**src/rtl/seq_shift_add_mult_pkg.sv**
```systemverilog
// Shared types and helpers for the sequential shift-add multiplier.
package seq_shift_add_mult_pkg;

  // Controller states: waiting for a request, or stepping through partial products.
  typedef enum logic {
    ST_IDLE = 1'b0,
    ST_RUN  = 1'b1
  } state_t;

  // Ceiling log2, used to size the iteration counter so it can hold n-1.
  function automatic int clog2(input int value);
    int result;
    result = 0;
    for (int v = value - 1; v > 0; v = v >> 1) begin
      result++;
    end
    return result;
  endfunction

endpackage

```
**src/rtl/mult_add_shift_step.sv**
```systemverilog
// One iteration of the shift-add algorithm: conditionally add the multiplicand
// into the upper accumulator, then shift {acc_hi, acc_lo, mplier} right by one.
module mult_add_shift_step #(
  parameter int n = 8
) (
  input  logic [n:0]   acc_hi,
  input  logic [n-1:0] acc_lo,
  input  logic [n-1:0] mplier,
  input  logic [n-1:0] mcand,
  output logic [n:0]   acc_hi_next,
  output logic [n-1:0] acc_lo_next,
  output logic [n-1:0] mplier_next
);

  logic [n:0] sum;

  // Add-then-shift; acc_hi stays below 2^n between steps, so n+1 bits never overflow.
  always_comb begin
    // NOTE: every output of a combinational block is assigned on every path;
    // a path that leaves one untouched makes the tool infer a latch.
    sum = acc_hi;
    if (mplier[0]) begin
      sum = acc_hi + {1'b0, mcand};
    end
    {acc_hi_next, acc_lo_next, mplier_next} = {1'b0, sum, acc_lo, mplier[n-1:1]};
  end

endmodule

```
**src/rtl/seq_shift_add_mult.sv**
```systemverilog
// Sequential n x n shift-add multiplier with start/done handshake.
// Operands are reduced to magnitudes, multiplied unsigned over n cycles,
// and the sign is reapplied on the final step.
module seq_shift_add_mult
  import seq_shift_add_mult_pkg::*;
#(
  parameter int n = 8
) (
  input  logic           clk,
  input  logic           rst,
  input  logic           start,
  input  logic           signed_mode,
  input  logic [n-1:0]   A,
  input  logic [n-1:0]   B,
  output logic           busy,
  output logic           done,
  output logic [2*n-1:0] Z
);

  localparam int CNT_W = clog2(n);

  state_t             state;
  state_t             state_next;
  logic [CNT_W-1:0]   cnt;
  logic [n-1:0]       mcand;
  logic [n-1:0]       mplier;
  logic [n:0]         acc_hi;
  logic [n-1:0]       acc_lo;
  logic               neg;

  logic [n-1:0]       mag_a;
  logic [n-1:0]       mag_b;
  logic [n:0]         acc_hi_next;
  logic [n-1:0]       acc_lo_next;
  logic [n-1:0]       mplier_next;
  logic [2*n-1:0]     prod;
  logic               last_step;

  // Magnitudes of the operands; -2^(n-1) maps to 2^(n-1), which is exact as unsigned.
  always_comb begin
    mag_a = A;
    mag_b = B;
    if (signed_mode && A[n-1]) mag_a = -A;
    if (signed_mode && B[n-1]) mag_b = -B;
  end

  mult_add_shift_step #(.n(n)) u_step (
    .acc_hi      (acc_hi),
    .acc_lo      (acc_lo),
    .mplier      (mplier),
    .mcand       (mcand),
    .acc_hi_next (acc_hi_next),
    .acc_lo_next (acc_lo_next),
    .mplier_next (mplier_next)
  );

  // After the n-th step the full unsigned product sits in {acc_hi, acc_lo}.
  assign prod      = {acc_hi_next[n-1:0], acc_lo_next};
  assign last_step = (cnt == CNT_W'(n - 1));

  // State register.
  always_ff @(posedge clk) begin
    // NOTE: sequential state uses non-blocking assignments so every register
    // samples pre-edge values regardless of statement order.
    if (rst) begin
      state <= ST_IDLE;
    end else begin
      state <= state_next;
    end
  end

  // Next-state logic: accept a request when idle, return to idle after n steps.
  always_comb begin
    state_next = state;
    case (state)
      ST_IDLE: if (start)     state_next = ST_RUN;
      ST_RUN:  if (last_step) state_next = ST_IDLE;
      default:                state_next = ST_IDLE;
    endcase
  end

  // Datapath: operand capture, per-cycle step, sign fix-up and handshake flags.
  always_ff @(posedge clk) begin
    if (rst) begin
      busy   <= 1'b0;
      done   <= 1'b0;
      Z      <= '0;
      cnt    <= '0;
      mcand  <= '0;
      mplier <= '0;
      acc_hi <= '0;
      acc_lo <= '0;
      neg    <= 1'b0;
    end else begin
      case (state)
        ST_IDLE: begin
          done <= 1'b0;
          if (start) begin
            mcand  <= mag_a;
            mplier <= mag_b;
            neg    <= signed_mode & (A[n-1] ^ B[n-1]);
            acc_hi <= '0;
            acc_lo <= '0;
            cnt    <= '0;
            busy   <= 1'b1;
          end
        end
        ST_RUN: begin
          acc_hi <= acc_hi_next;
          acc_lo <= acc_lo_next;
          mplier <= mplier_next;
          cnt    <= cnt + 1'b1;
          if (last_step) begin
            Z    <= neg ? -prod : prod;
            done <= 1'b1;
            busy <= 1'b0;
          end
        end
        default: begin
          done <= 1'b0;
          busy <= 1'b0;
        end
      endcase
    end
  end

endmodule

```
**config.mk**
```make
export PLATFORM = sky130hd
export DESIGN_NAME = seq_shift_add_mult
export DESIGN_NICKNAME = d
export VERILOG_FILES = /design/src/rtl/seq_shift_add_mult_pkg.sv /design/src/rtl/mult_add_shift_step.sv /design/src/rtl/seq_shift_add_mult.sv
export SDC_FILE = /design/constraint.sdc
export NUM_CORES = 1
export LEC_CHECK = 0
export BUFFER_PORTS_ARGS = -buffer_cell sky130_fd_sc_hd__buf_2
export CAP_MARGIN = 10
export CORE_ASPECT_RATIO = 0.7
export CORE_UTILIZATION = 54
export CTS_CLUSTER_DIAMETER = 40
export CTS_CLUSTER_SIZE = 30
export DETAILED_ROUTE_END_ITERATION = 8
export GPL_ROUTABILITY_DRIVEN = 0
export GPL_TIMING_DRIVEN = 0
export PLACE_DENSITY = 0.86
export SLEW_MARGIN = 20
export SYNTH_ARGS = -nofsm -noshare
export SYNTH_HDL_FRONTEND = slang
export SYNTH_SLANG_ARGS = --single-unit
```
**constraint.sdc**
```tcl
create_clock -name clk -period 3.6 [get_ports clk]
set_input_delay 0.36 -clock clk [delete_from_list [all_inputs] [get_ports clk]]
set_output_delay 0.36 -clock clk [all_outputs]
set_load 0.01 [all_outputs]
```
After elaboration in Yosys (flattened, before gate mapping). Cells that the tools add are included.

Flip-flop bits (word level): 56. Bits in latches: 0. RAM bits: 0. Bits in read-only memories: 0. Output and inout port bits: 18. Word-level logic and storage cells: 46. Memories kept: 0.

Add/subtract/negate cells: 5. Multipliers: 0. Div/mod/pow operators: 0. Magnitude comparators: 0. Equality and inequality tests: 3. Shift-type cells: 0. Muxes and demuxes: 20. Bitwise operators: 3. Reductions and logical operators: 5.

Operator list (number): 8-bit 2-to-1 mux (4); 8-bit one-hot mux with 2 select lines (2); 9-bit 2-to-1 mux (2); 9-bit one-hot mux with 2 select lines (1); 16-bit 2-to-1 mux (1); 16-bit negation (1); 8-bit negation (2); 9-bit by 8-bit adder with 9-bit output (1); 1-bit one-hot mux with 2 select lines (3); 3-bit one-hot mux with 2 select lines (1); 2-bit AND reduction (3); 1-bit 2-to-1 mux (5); 3-bit by 1-bit adder with 3-bit output (second input constant) (1); 3-bit equality test (second input constant) (1); 3-bit 2-to-1 mux (1); 1-bit logical AND (2); 2-bit by 1-bit inequality test with 1-bit output (second input constant) (1); 2-bit inequality test (second input constant) (1); 1-bit bitwise AND (1); 1-bit inverter (1); 1-bit XOR (1).

Logic depth before layout (Yosys ltp).
Word-level depth: 4. Depth in mapped cells: 8.

Modules after synthesis. A second synthesis with hierarchy kept.

Cells, all modules: 361. Area total of the unflattened synthesis: 3115.5 um^2.

Modules (own cells, without submodules): seq_shift_add_mult (instances 1, cells an instance 280, area an instance 2514.9 um^2, sequential area each 1121.1 um^2); mult_add_shift_step (instances 1, cells an instance 81, area an instance 600.6 um^2, sequential area each 0.0 um^2).

Worst setup path before layout. Ideal clock, no wire load.

Path type: register to register. Start: register acc_hi[0]. End: register Z[13]. Data arrival time: 2.349 ns. Required time: 3.538 ns. Setup slack: 1.189 ns. Stages on the path, launching flop included: 9. Period minus slack after synthesis: 2.411 ns. Path through: dfxtp_1 > ha_1 > fa_1 > a211oi_4 > o21ba_2 > o221ai_2 > a211o_1 > or4_1 > nand3_1.

Cells in the longest elaborated chain, start to end: 4.

RTL lines: start: declaration (line seq_shift_add_mult.sv:27) `logic [n:0] acc_hi;`; start signal: assignment (line seq_shift_add_mult.sv:109) `acc_hi <= acc_hi_next;`; 9-bit by 8-bit adder with 9-bit output (line mult_add_shift_step.sv:23) `sum = acc_hi + {1'b0, mcand};`; 9-bit 2-to-1 mux * (line mult_add_shift_step.sv:22) `if (mplier[0]) begin`; 16-bit negation (line seq_shift_add_mult.sv:114) `Z <= neg ? -prod : prod;`; 16-bit 2-to-1 mux * (line seq_shift_add_mult.sv:114); end signal: assignment (line seq_shift_add_mult.sv:114); end: declaration (line seq_shift_add_mult.sv:17) `output logic [2*n-1:0] Z`.

Every way passes the cells marked *; elsewhere a longest branch is shown, timed or not. A chain may end at the register's enable or synchronous reset.

Worst setup path in the final report.
Start: register acc_hi[0]. End: register Z[14].

The elaborated chain is that of the path after synthesis.

==> results.py <==
metrics = {
    "timing": {
        "rsz0062_at_grt": "no",
        "min_period_ns": 2.729,
        "hold_slack_ns": 0.2910,
        "relSlewSlack_pct": 44.63,
        "fmax_mhz": 366.4,
        "setup_tns_ns": 0,
        "min_period_over_period_pct": 75.81,
        "slew_violations": 0,
        "tightest_slew_ns": 0.8305,
        "setup_violations": 0,
        "skew_ns": 0.003681,
        "finalHoldViolations": 0,
    },
    "setup_path": {
        "critPathKind": "reg2reg",
        "cp_max_fo": 6,
        "critical_path_required_ns": 3.87,
        "startpoint_type": "register",
        "arrival_ns": 3.00,
        "critPathCaptureType": "register",
    },
    "run_status": {
        "outcome": "completed",
    },
    "die": {
        "die_w_um": 92.73,
        "core_sq_mm": 0.005395,
        "dieArea_sq_mm": 0.006075,
        "start_util_pct": 57.68,
        "die_h_um": 65.51,
        "rows": 22,
        "top_level_ports": 38,
    },
    "clock_network": {
        "cts_setup_buffers": 0,
        "clock-sinks": 55,
        "cts_tree": "yes",
        "ctsResizeCount": 0,
        "clockBufferDepth": 2,
        "ctsHtreeMaxLevel": 2,
        "numCtsBuffers": 5,
        "holdBufCountCts": 0,
        "clk_latency_ns": 0.33,
        "path_clk_slew_ns": 0.11,
        "root_buffer": "clkbuf_8",
    },
    "grt": {
        "use_met1_pct": 36.25,
        "grtUsageTotal_pct": 26.92,
        "grt.overflow.total": 0,
        "top_usage_layer": "met2",
        "grtUsageMet3_pct": 5.556,
        "grt_pass1_wl_um": 12810,
        "grt_pass1_vias": 2737,
        "grt_max_degree": 20,
        "antenna_found_initial": 0,
        "grtUsageMet2_pct": 43.98,
    },
    "place": {
        "dp_cells": 487,
        "dpl.hpwl_um": 5678,
        "portBuffers": 34,
        "placed_cell_area_sq_mm": 0.003372,
    },
    "yosys": {
        "ys.flop_type": "dfxtp_1",
        "seq_area_frac_synth_pct": 35.38,
        "synthCells": 381,
        "ys_types": 57,
        "yosysMostFrequentCell": "dfxtp_1",
        "synth_edf_count": 0,
        "syn_nets": 415,
        "avgSynthCellArea_sq_um": 8.167,
        "syn_area_sq_mm": 0.003112,
        "yosysWarningCount": 0,
        "synthArstFlopShare_pct": 0,
        "synth_top_area_share_pct": 35.38,
        "yosysTopAreaCell": "dfxtp_1",
        "ys_ff_latch": 55,
        "synthTopCellsByCount": "dfxtp_1, nand2_1, nor2_1",
        "synth_area_leaders": "dfxtp_1, nand2_1, ha_1",
    },
    "routing": {
        "routed_wirelength_um": 7699,
        "drtPass1Iterations": 5,
        "vias": 3014,
        "viasPerCell": 6.089,
        "avgRoutedWirePerCell_um": 15.55,
        "drt-initial-drc-count": 199,
        "ant_nets": 0,
        "drcViolationCount": 0,
    },
    "finish": {
        "fin_area_sq_mm": 0.003496,
        "multi_input_area_sq_mm": 0.001897,
        "fin_cells": 495,
        "fill_cells": 494,
        "drive_gt1_share_pct": 14.18,
        "nNetsFinal": 456,
        "area_growth_pct": 12.34,
        "seq_area_sq_mm": 0.001101,
        "antenna_cells": 0,
    },
    "power": {
        "vdd_drop_max_mv": 0.2050,
        "power.density_mw_per_mm2": 362.5,
        "total_power_w": 0.001267,
        "p_leak_nw": 1.440,
    },
    "hold_path": {
        "hold_path.class": "in2reg",
    },
    "run": {
        "drv_cap": 0,
    },
}
cell type report:
type                       count  area share, %
sequential                    55          31.50
multi-input combinational    297          54.26
clock buffer                   5          1.969
timing repair buffer          34          4.868
clock inverter                 3          1.432
inverter                      10          1.074
buffer                        19          2.326
tap                           72          2.577
power by group:
part	internal, W	switching [W]
logic	0.0000696	0.000112
registers	0.000626	0.0000131
clock network	0.000215	0.000232
total	0.000910	0.000357
through the flow:
step           worst slack (ns)  utilization, %
5_1_grt                  0.7576           64.80
3_3_place_gp              1.038           62.50
2_1_floorplan             1.189               -
4_1_cts                  0.9498           64.70
3_5_place_dp              1.009           62.50
6_report                 0.8707           64.80
cell usage in the layout (no fill, tap or decap), types with 9 or more instances in the layout:
master,count
dfxtp_1,55
buf_2,34
or3_1,9
nand3_1,16
a22o_1,10
nand2_1,48
o21ai_0,29
xor2_1,9
a211oi_1,9
nor2_1,35
ha_1,13
xnor2_1,10
a21oi_1,22
nor3_1,10
clkbuf_1,17
inv_1,10
final timing paths:
check	start	to	slack, ns	cells after the start
setup / recovery	acc_hi[0]$_SDFFE_PP0P_	Z[14]$_SDFFE_PP0P_	0.87	8
hold / removal	A[0]	mcand[0]$_SDFFE_PP0P_	0.29	3
setup reg to reg	acc_hi[0]$_SDFFE_PP0P_	Z[14]$_SDFFE_PP0P_	0.87	8
hold reg to reg	Z[5]$_SDFFE_PP0P_	Z[5]$_SDFFE_PP0P_	0.46	2
worst max-delay path, cell delays in order (launching register included):
cell,delay (ns)
dfxtp_1,0.35
ha_1,0.23
fa_1,0.47
xnor2_1,0.16
a21oi_1,0.50
o311ai_0,0.31
or4_1,0.45
o211a_1,0.12
nand3_1,0.07
kinds of logic (layout without fill, tap and decap cells):
kind of cell             count (synthesis)  in the layout  share of synthesized area [%]
XOR/XNOR                                19             19                          5.348
flip-flops                              55             55                          35.38
AO/OA/AOI/OAI                          108            108                          24.13
AND/OR/NAND/NOR                        150            150                          23.52
multiplexers                             6              6                          1.930
buffers and inverters                   29             71                          3.820
adder cells (fa/ha/maj)                 14             14                          5.871
sequential cells by signal (all words and copies together) (netlist names):
signal,cells
cnt,3
neg,1
busy,1
state,1
Z,16
acc_hi,8
acc_lo,8
mcand,8
mplier,8
done,1
layer usage:
layer  wire, um  part of all wire (%)
met3        472                   6.1
met4         86                   1.1
met1       3610                    47
met2       3529                    46
met5          0                     0
(Power assumes the default switching activity.)
